## src/rtl/nn_pkg.sv

```systemverilog
// Shared types and widths for the neuron-layer multiplier sharing logic.
package nn_pkg;

    typedef enum logic [1:0] {
        ST_IDLE      = 2'd0,
        ST_START     = 2'd1,
        ST_WAIT_DONE = 2'd2,
        ST_RETURN    = 2'd3
    } arb_st_e;

    localparam int unsigned ActvWidth     = 32;
    localparam int unsigned TxnCountWidth = 16;

endpackage

```

## src/rtl/mult_arbiter_rr_pick.sv

```systemverilog
// Round-robin picker: first set request at or above ptr, searching upward with wrap.
module rr_pick
    import nn_pkg::*;
#(
    parameter int NumReq   = 4,
    parameter int IdxWidth = $clog2(NumReq)
) (
    input  logic [NumReq-1:0]   req,
    input  logic [IdxWidth-1:0] ptr,
    output logic [NumReq-1:0]   gnt,
    output logic [IdxWidth-1:0] idx
);

    // Rotating search; the first hit blocks every later candidate.
    always_comb begin
        logic found_s;
        logic hit_s;
        int   cand_s;
        gnt     = '0;
        idx     = '0;
        found_s = 1'b0;
        hit_s   = 1'b0;
        cand_s  = 0;
        for (int k = 0; k < NumReq; k++) begin
            cand_s      = (int'(ptr) + k >= NumReq) ? (int'(ptr) + k - NumReq) : (int'(ptr) + k);
            hit_s       = !found_s && req[cand_s];
            gnt[cand_s] = hit_s;
            idx         = hit_s ? IdxWidth'(cand_s) : idx;
            found_s     = found_s | hit_s;
        end
    end

endmodule

```

## src/rtl/mult_arbiter.sv

```systemverilog
// Shares one multiplier datapath among NumReq requesters: round-robin grant,
// operand latching, start/done handshakes and per-requester result return.
module mult_arbiter
    import nn_pkg::*;
#(
    parameter int NumReq       = 4,
    parameter int DataWidth    = 8,
    parameter int WeigthsWidth = DataWidth,
    parameter int Layer        = 0
) (
    input  logic                           clk_i,
    input  logic                           reset_i,
    input  logic [NumReq-1:0]              req_i,
    input  logic [NumReq*DataWidth-1:0]    actv_i,
    input  logic [NumReq*WeigthsWidth-1:0] weights_i,
    input  logic [NumReq*ActvWidth-1:0]    bias_i,
    output logic [NumReq-1:0]              gnt_o,
    output logic [NumReq-1:0]              req_done_o,
    input  logic [NumReq-1:0]              req_ack_i,
    output logic [ActvWidth-1:0]           result_o,
    output logic                           busy_o,
    output logic [TxnCountWidth-1:0]       txn_count_o,
    output logic                           mult_start_o,
    input  logic                           mult_ack_i,
    output logic [DataWidth-1:0]           mult_actv_o,
    output logic [WeigthsWidth-1:0]        mult_weights_o,
    output logic [ActvWidth-1:0]           mult_bias_o,
    input  logic [ActvWidth-1:0]           mult_actv_i,
    input  logic                           mult_done_i,
    output logic                           mult_ack_o
);

    localparam int IdxWidth = $clog2(NumReq);

    if (Layer < 0) begin : g_layer_range
        $error("mult_arbiter: Layer must be non-negative");
    end

    arb_st_e                    state_q;
    logic [IdxWidth-1:0]        ptr_q, ptr_d;
    logic [IdxWidth-1:0]        gidx_q;
    logic [NumReq-1:0]          gnt_q, done_q;
    logic [ActvWidth-1:0]       result_q;
    logic                       busy_q, start_q, mack_q;
    logic [TxnCountWidth-1:0]   txn_q, txn_d;
    logic [DataWidth-1:0]       actv_q, sel_actv_s;
    logic [WeigthsWidth-1:0]    wt_q, sel_wt_s;
    logic [ActvWidth-1:0]       bias_q, sel_bias_s;
    logic [NumReq-1:0]          pick_gnt_s;
    logic [IdxWidth-1:0]        pick_idx_s;

    rr_pick #(
        .NumReq   (NumReq),
        .IdxWidth (IdxWidth)
    ) u_rr_pick (
        .req (req_i),
        .ptr (ptr_q),
        .gnt (pick_gnt_s),
        .idx (pick_idx_s)
    );

    // Operand mux for the candidate winner, plus pointer/counter successors.
    always_comb begin
        sel_actv_s = '0;
        sel_wt_s   = '0;
        sel_bias_s = '0;
        for (int i = 0; i < NumReq; i++) begin
            sel_actv_s = (pick_idx_s == IdxWidth'(i)) ? actv_i[i*DataWidth +: DataWidth] : sel_actv_s;
            sel_wt_s   = (pick_idx_s == IdxWidth'(i)) ? weights_i[i*WeigthsWidth +: WeigthsWidth] : sel_wt_s;
            sel_bias_s = (pick_idx_s == IdxWidth'(i)) ? bias_i[i*ActvWidth +: ActvWidth] : sel_bias_s;
        end
        ptr_d = (gidx_q == IdxWidth'(NumReq - 1)) ? '0 : gidx_q + IdxWidth'(1);
        txn_d = txn_q + TxnCountWidth'(1);
    end

    // Transaction sequencer with all outputs registered.
    always_ff @(posedge clk_i) begin
        if (reset_i) begin
            state_q  <= ST_IDLE;
            ptr_q    <= '0;
            gidx_q   <= '0;
            gnt_q    <= '0;
            done_q   <= '0;
            result_q <= '0;
            busy_q   <= 1'b0;
            start_q  <= 1'b0;
            mack_q   <= 1'b0;
            txn_q    <= '0;
            actv_q   <= '0;
            wt_q     <= '0;
            bias_q   <= '0;
        end else begin
            mack_q <= 1'b0;
            case (state_q)
                ST_IDLE: begin
                    if (req_i != '0) begin
                        gnt_q   <= pick_gnt_s;
                        gidx_q  <= pick_idx_s;
                        actv_q  <= sel_actv_s;
                        wt_q    <= sel_wt_s;
                        bias_q  <= sel_bias_s;
                        start_q <= 1'b1;
                        busy_q  <= 1'b1;
                        state_q <= ST_START;
                    end
                end
                ST_START: begin
                    if (mult_ack_i) begin
                        start_q <= 1'b0;
                        state_q <= ST_WAIT_DONE;
                    end
                end
                ST_WAIT_DONE: begin
                    if (mult_done_i) begin
                        result_q <= mult_actv_i;
                        mack_q   <= 1'b1;
                        done_q   <= gnt_q;
                        state_q  <= ST_RETURN;
                    end
                end
                ST_RETURN: begin
                    if (req_ack_i[gidx_q]) begin
                        gnt_q   <= '0;
                        done_q  <= '0;
                        ptr_q   <= ptr_d;
                        txn_q   <= txn_d;
                        busy_q  <= 1'b0;
                        state_q <= ST_IDLE;
                    end
                end
                default: begin
                    state_q <= ST_IDLE;
                    gnt_q   <= '0;
                    done_q  <= '0;
                    start_q <= 1'b0;
                    busy_q  <= 1'b0;
                end
            endcase
        end
    end

    assign gnt_o          = gnt_q;
    assign req_done_o     = done_q;
    assign result_o       = result_q;
    assign busy_o         = busy_q;
    assign txn_count_o    = txn_q;
    assign mult_start_o   = start_q;
    assign mult_ack_o     = mack_q;
    assign mult_actv_o    = actv_q;
    assign mult_weights_o = wt_q;
    assign mult_bias_o    = bias_q;

endmodule

```

## config.mk

```make
export PLATFORM = sky130hd
export DESIGN_NAME = mult_arbiter
export DESIGN_NICKNAME = d
export VERILOG_FILES = /design/src/rtl/nn_pkg.sv /design/src/rtl/mult_arbiter_rr_pick.sv /design/src/rtl/mult_arbiter.sv
export SDC_FILE = /design/constraint.sdc
export NUM_CORES = 1
export LEC_CHECK = 0
export ABC_CLOCK_PERIOD_IN_PS = 2700
export CAP_MARGIN = 25
export CORE_MARGIN = 2
export CORE_UTILIZATION = 35
export DETAILED_ROUTE_END_ITERATION = 8
export PLACE_DENSITY_LB_ADDON = 0.08
export SLEW_MARGIN = 20
export SYNTH_ARGS = -nofsm -noshare
export SYNTH_HDL_FRONTEND = slang
export SYNTH_SLANG_ARGS = --single-unit
```

## constraint.sdc

```tcl
create_clock -name clk_i -period 2.7 [get_ports clk_i]
set_input_delay 0.405 -clock clk_i [delete_from_list [all_inputs] [get_ports clk_i]]
set_output_delay 0.405 -clock clk_i [all_outputs]
set_load 0.02 [all_outputs]
```

; Word-level counts from Yosys, hierarchy flattened
; Cells that the tools add are included.
[word_totals]
register_bits = 113
input_bits = 236
wordCells = 136
[op_classes]
n_addsub = 9
n_lt_le_gt_ge = 13
eq_ne = 11
n_mux = 62
n_bitwise = 4
reduce_logical = 24
[ops]
columns = op, count
row1 = $mux W32, 8
row2 = $ge A32 B1 Y1 const B, 4
row3 = $lt A32 B4 Y1 const B, 4
row4 = $ge A32 B4 Y1 const B, 3
row5 = $sub A32 B4 Y32 const B, 3
row6 = $mux W8, 8
row7 = $mux W2, 9
row8 = $mux W1, 17
row9 = $add A16 B1 Y16 const B, 1
row10 = $pmux W4 S2, 2
row11 = $bwmux W4, 3
row12 = $mux W4, 3
row13 = $bmux W1 S2, 5
row14 = $eq A2 B2 Y1 const B, 5
row15 = $reduce_and A3 Y1, 3
row16 = $demux W1 S2, 4
row17 = $ne A2 B2 Y1 const B, 4
row18 = $pmux W2 S4, 1
row19 = $logic_and A1 B1 Y1, 7
row20 = $add A2 B2 Y3 const B, 2
row21 = $reduce_and A2 Y1, 3
row22 = $reduce_bool A2 Y1, 3
row23 = $and A4 B4 Y4, 1
row24 = $eq A2 B1 Y1 const B, 2
row25 = other kinds (13), 18

; Logic depth before layout (Yosys ltp)
[depth]
word_depth = 19
ltp_mapped = 12

; By module
; Synthesis repeated with hierarchy kept, for this count alone.
[hier_totals]
hier_cells = 633
area_unflattened_um2 = 5928.2
[modules_own_cells]
columns = module, n_inst, cells_each, area_per_inst_um2, seq_area_each_um2
row1 = mult_arbiter, 1, 579, 5405.2, 2262.2
row2 = rr_pick, 1, 54, 523.0, 0.0

; Worst setup path before layout
; OpenSTA, ideal clock, no wires.
[synth_timing]
path_kind = register -> register
from = register ptr_q[0]
to = register actv_q[4], in the netlist mult_actv_o[4]
setup_time_ps = 122
t_arrival_ps = 2846
required_time_ps = 2578
path_slack_ps = -268
stages_incl_launch_ff = 12
cell_sequence = dfxtp_1 > buf_2 > inv_1 > ha_1 > buf_2 > mux4_2 > nor2b_1 > o21ai_4 > buf_6 > a21oi_1 > nor2_1 > a221o_1
[synth_via]
elab_chain_cells = 19
elab_cells_between_ends = 47
cone_classes = add/sub (7) / order compare (4) / eq/ne (3) / mux (24) / bitwise (2) / reduce/logical (7)
[synth_lines]
columns = item, line
row1 = from (decl), mult_arbiter.sv:40  ; logic [IdxWidth-1:0] ptr_q, ptr_d;
row2 = from (signal assigned), mult_arbiter.sv:125  ; ptr_q <= ptr_d;
row3 = $add A2 B1 Y3 (tied with other cells), mult_arbiter_rr_pick.sv:25  ; cand_s = (int'(ptr) + k >= NumReq) ? (int'(ptr) + k - NumReq) : (int'(ptr) + k);
row4 = $sub A32 B4 Y32 (tied with other cells), mult_arbiter_rr_pick.sv:25
row5 = $mux W32 / $bmux W1 S2 (equally long branches), "mult_arbiter_rr_pick.sv:25, mult_arbiter_rr_pick.sv:26"
row6 = $bmux W1 S2 / $mux W1 (equally long branches), mult_arbiter_rr_pick.sv:26  ; hit_s = !found_s && req[cand_s];
row7 = $mux W1 (implied by the code), mult_arbiter_rr_pick.sv:26
row8 = $mux W1 (implied by the code) / $logic_not A1 Y1 (equally long branches), mult_arbiter_rr_pick.sv:26
row9 = $logic_and A1 B1 Y1, mult_arbiter_rr_pick.sv:26
row10 = $or A1 B1 Y1, mult_arbiter_rr_pick.sv:29  ; found_s = found_s | hit_s;
row11 = $logic_not A1 Y1, mult_arbiter_rr_pick.sv:26
row12 = $logic_and A1 B1 Y1, mult_arbiter_rr_pick.sv:26
row13 = $or A1 B1 Y1, mult_arbiter_rr_pick.sv:29
row14 = $logic_not A1 Y1, mult_arbiter_rr_pick.sv:26
row15 = $logic_and A1 B1 Y1, mult_arbiter_rr_pick.sv:26
row16 = $mux W2 *, mult_arbiter_rr_pick.sv:28  ; idx = hit_s ? IdxWidth'(cand_s) : idx;
row17 = $logic_not A2 Y1, mult_arbiter.sv:68  ; sel_actv_s = (pick_idx_s == IdxWidth'(i)) ? actv_i[i*DataWidth +: DataWidth] : sel_actv_s;
row18 = $mux W8 (3 in a row), mult_arbiter.sv:68
row19 = $mux W8 *, mult_arbiter.sv:68
row20 = to (signal assigned), mult_arbiter.sv:99  ; actv_q <= sel_actv_s;
row21 = to (decl), mult_arbiter.sv:46  ; logic [DataWidth-1:0] actv_q, sel_actv_s;
; Mark *: on every way between the ends. The rest lies on a longest branch, timed or not. The select of a mux whose other input is x is not followed.
; A chain may end at the register's enable or synchronous reset.

; Final worst setup path
[layout_timing]
from = register ptr_q[0]
to = register wt_q[3], in the netlist mult_weights_o[3]
[layout_via]
elab_chain_cells = 19
elab_cells_between_ends = 47
cone_classes = add/sub (7) / order compare (4) / eq/ne (3) / mux (24) / bitwise (2) / reduce/logical (7)
[layout_lines]
columns = item, line
row1 = $add A2 B1 Y3 (tied with other cells), mult_arbiter_rr_pick.sv:25
row2 = $sub A32 B4 Y32 (tied with other cells), mult_arbiter_rr_pick.sv:25
row3 = $mux W32 / $bmux W1 S2 (equally long branches), "mult_arbiter_rr_pick.sv:25, mult_arbiter_rr_pick.sv:26"
row4 = $bmux W1 S2 / $mux W1 (equally long branches), mult_arbiter_rr_pick.sv:26
row5 = $mux W1 (implied by the code), mult_arbiter_rr_pick.sv:26
row6 = $mux W1 (implied by the code) / $logic_not A1 Y1 (equally long branches), mult_arbiter_rr_pick.sv:26
row7 = $logic_and A1 B1 Y1, mult_arbiter_rr_pick.sv:26
row8 = $or A1 B1 Y1, mult_arbiter_rr_pick.sv:29
row9 = $logic_not A1 Y1, mult_arbiter_rr_pick.sv:26
row10 = $logic_and A1 B1 Y1, mult_arbiter_rr_pick.sv:26
row11 = $or A1 B1 Y1, mult_arbiter_rr_pick.sv:29
row12 = $logic_not A1 Y1, mult_arbiter_rr_pick.sv:26
row13 = $logic_and A1 B1 Y1, mult_arbiter_rr_pick.sv:26
row14 = $mux W2 *, mult_arbiter_rr_pick.sv:28
row15 = $logic_not A2 Y1, mult_arbiter.sv:69  ; sel_wt_s = (pick_idx_s == IdxWidth'(i)) ? weights_i[i*WeigthsWidth +: WeigthsWidth] : sel_wt_s;
row16 = $mux W8 (3 in a row), mult_arbiter.sv:69
row17 = $mux W8 *, mult_arbiter.sv:69
row18 = to (signal assigned), mult_arbiter.sv:100  ; wt_q <= sel_wt_s;
row19 = to (decl), mult_arbiter.sv:47  ; logic [WeigthsWidth-1:0] wt_q, sel_wt_s;
; Marked as above.

==> flow_metrics.py <==
metrics = {
    "final_layout": {
        "area_growth_pct": 75.8,
        "fin_nets": 1317,
        "fin_util_pct": 62.2,
        "layout_commonest_cell": "clkdlybuf4s50_1",
        "layout-drive-gt1-share_pct": 8.97,
        "diodes": 0,
        "mostFrequentLayoutCells": "clkdlybuf4s50_1 (341), nand2_1 (144), dfxtp_1 (112), a21oi_1 (57), nor2_1 (46)",
        "fill_cells": 1498,
    },
    "critical_path": {
        "critPathMaxStageDelay_ps": 560,
        "rr_startpoint": "ptr_q[0]",
        "worstReg2RegEnd": "mult_weights_o[3]",
        "reg2reg_slack_ps": 120,
        "critical-path-top-delay-family": "compound AO/OA/AOI/OAI gates",
        "reg2reg_depth": 9,
        "startpoint": "ptr_q[0]",
        "worstPathArrival_ps": 2840,
        "cp_num_buf_inv": 2,
        "worstSetupEndpointType": "register",
        "crit_path_max_fanout": 37,
        "cp_slowest_cell": "mux4_2",
        "crit_chain": "inv_4, ha_4, mux4_2, o21ba_4, or3_4, nand2_4, buf_12, a211oi_1, a311oi_1",
        "cp.required_ps": 2960,
        "critical_path_class": "register to register",
        "startpoint_type": "register",
    },
    "sta": {
        "rsz0062_at_grt": "false",
        "fmax_ghz": 0.388,
        "slew_headroom_pct": 59.2,
        "drv_slew": 0,
        "hold_viol": 0,
        "fin_crit_ps": 2580,
        "whs_ps": 348,
        "worst_slack_ps": 122,
        "setup_viol": 0,
        "fin_crit_sh_pct": 95.5,
        "tightest_slew_ps": 612,
        "skew_ps": 11.5,
    },
    "logic_synthesis": {
        "synthesis.area_mm2": 0.00603,
        "synth_cell_type_count": 48,
        "yosysTopAreaCell": "dfxtp_1",
        "synthCells": 726,
        "ys_seq_elements": 113,
        "ys_warn_count": 0,
        "synth_top_area_share_pct": 37.5,
        "syn_nets": 975,
        "netlist_top_cells_area": "dfxtp_1 (37%), nand2_1 (9.1%), mux2i_1 (7.1%)",
        "async_flop_share_pct": 0,
        "synth.avg_cell_area_um2": 8.31,
        "synth_ff_type": "dfxtp_1",
        "seq_area_frac_synth_pct": 37.5,
        "synth_edf_count": 0,
    },
    "worst_hold_path": {
        "min_path_cells": 2,
        "hold_start": "reset_i",
        "min_path_type": "primary input to register",
        "holdPathEnd": "ptr_q[0]",
    },
    "placement": {
        "dp_hpwl_um": 17200,
        "pre_cts_ws_ps": -243,
        "io_buffers": 342,
        "gp_congestion": 0.838,
    },
    "cts": {
        "clock_sinks": 113,
        "cts_tree": "done",
        "clock_path_buffers": 2,
        "cts_setup_buffers": 0,
        "clk_latency_ps": 420,
        "cts_htree_levels": 4,
        "numCtsBuffers": 17,
        "holdBufCountCts": 0,
        "cts-root-buf": "clkbuf_16",
        "clkSlewWorstSetupHoldPaths_ps": 50,
    },
    "pwr": {
        "p_leak_nw": 3.87,
        "ir_drop_uv": 453,
        "p_total_mw": 8.32,
        "power.density_mw_per_mm2": 784,
    },
    "run": {
        "maxCapViolCount": 0,
    },
    "die": {
        "dieWidth_um": 135,
        "start_util_pct": 35.4,
        "row_count": 48,
        "die_h_um": 135,
        "die_area_mm2": 0.0183,
        "io_pins": 343,
        "coreArea_mm2": 0.0171,
    },
    "detailed_routing": {
        "drt-pass1-iter-count": 6,
        "avgViaCountPerCell": 5.14,
        "drc_errors": 0,
        "antenna_left": 0,
        "wl_um": 22800,
        "drt-initial-drc-count": 306,
        "vias": 6714,
        "wire_per_inst_um": 17.5,
    },
    "global_routing": {
        "grt_max_degree": 58,
        "grt_pass1_vias": 6418,
        "grtUsageTotal_pct": 24.1,
        "grt_overflow": 0,
        "antenna_found_initial": 1,
        "grt_pass1_wl_um": 34200,
    },
    "outcome": {
        "status": "complete, no violations",
    },
}
stage by stage:
stage	cells	TNS, ps	area [um2]
4_1_cts	1306	0	10600
6_report	1306	0	10600
2_1_floorplan	726	0	6080
5_1_grt	1306	0	10600
3_5_place_dp	1274	-6200	9910
3_3_place_gp	1274	-4750	9910
how the worst max path moves through the flow:
stage	endpoint	slack (ps)	cells after the start
after floorplan	mult_actv_o[5]	40	11
after global placement	mult_weights_o[3]	-150	9
after detailed placement	mult_weights_o[2]	-240	9
after CTS	mult_weights_o[2]	40	9
after global routing	mult_actv_o[2]	8	9
final	mult_weights_o[3]	120	9
layout make-up:
type | instances | area (um2) | area share [%]
Tap cell | 225 | 282 | 2.65
Clock buffer | 18 | 429 | 4.04
Multi-Input combinational cell | 547 | 3510 | 33.0
Clock inverter | 14 | 253 | 2.38
Inverter | 7 | 28.8 | 0.271
Sequential cell | 113 | 2270 | 21.4
Timing Repair Buffer | 382 | 3850 | 36.3
Yosys cell counts, drive strengths merged, types with 3 or more instances:
library cell and number:
nand3 5, nor2b 3, and4 38, a221o 5, a211oi 8, o211ai 41
and3 5, a32o 4, or3 3, nor2 47, dfxtp 113, nand4 7
nand2 146, mux4 4, and2 4, clkbuf 42, nor3 5, a21oi 63
o22ai 5, buf 17, o21ai 22, inv 7, nor3b 4, a31oi 37
mux2i 43, ha 13, nand2b 3, o21bai 4, xor2 12
per-layer routing:
layer  up-vias  global-route usage, %  part of all wire [%]
met1      3057                   28.5                    41
li1       3346                      -                     -
met5         -                      0                 0.057
met2       269                   39.5                    47
met3        40                   8.72                   8.9
met4         2                   10.2                   2.8
cells by family (layout without fill, tap and decap cells):
kind of cell / Yosys count / in the layout / share of synthesized area (%)
DFF: 113 / 113 / 37.5
and+or+nand+nor: 272 / 272 / 21.8
buffers and inverters: 66 / 421 / 5.43
AOI/OAI and AO/OA: 200 / 200 / 21.8
adders and majority gates: 13 / 13 / 2.70
muxes: 48 / 48 / 8.81
xor gates and xnor gates: 14 / 14 / 2.03
registers in the layout, summed over array words and instances, names as in the netlist:
register,count
state_q,2
busy_o,1
result_o,32
req_done_o,4
ptr_q,2
gnt_o,4
mult_start_o,1
mult_weights_o,8
mult_bias_o,32
mult_actv_o,8
txn_count_o,16
mult_ack_o,1
gidx_q,2
power by group:
part,total (mW),switching [mW],internal [mW]
clock,2.63,0.877,1.75
sequential,2.28,0.231,2.04
combinational,3.42,1.75,1.68
repair_timing:
| item | CTS | global route |
|---|---|---|
| gates resized for setup | 0 | 6 |
| hold endpoints to repair | 0 | 0 |
| endpoints found under the setup margin | 0 | 9 |
(Power assumes the default switching activity.)
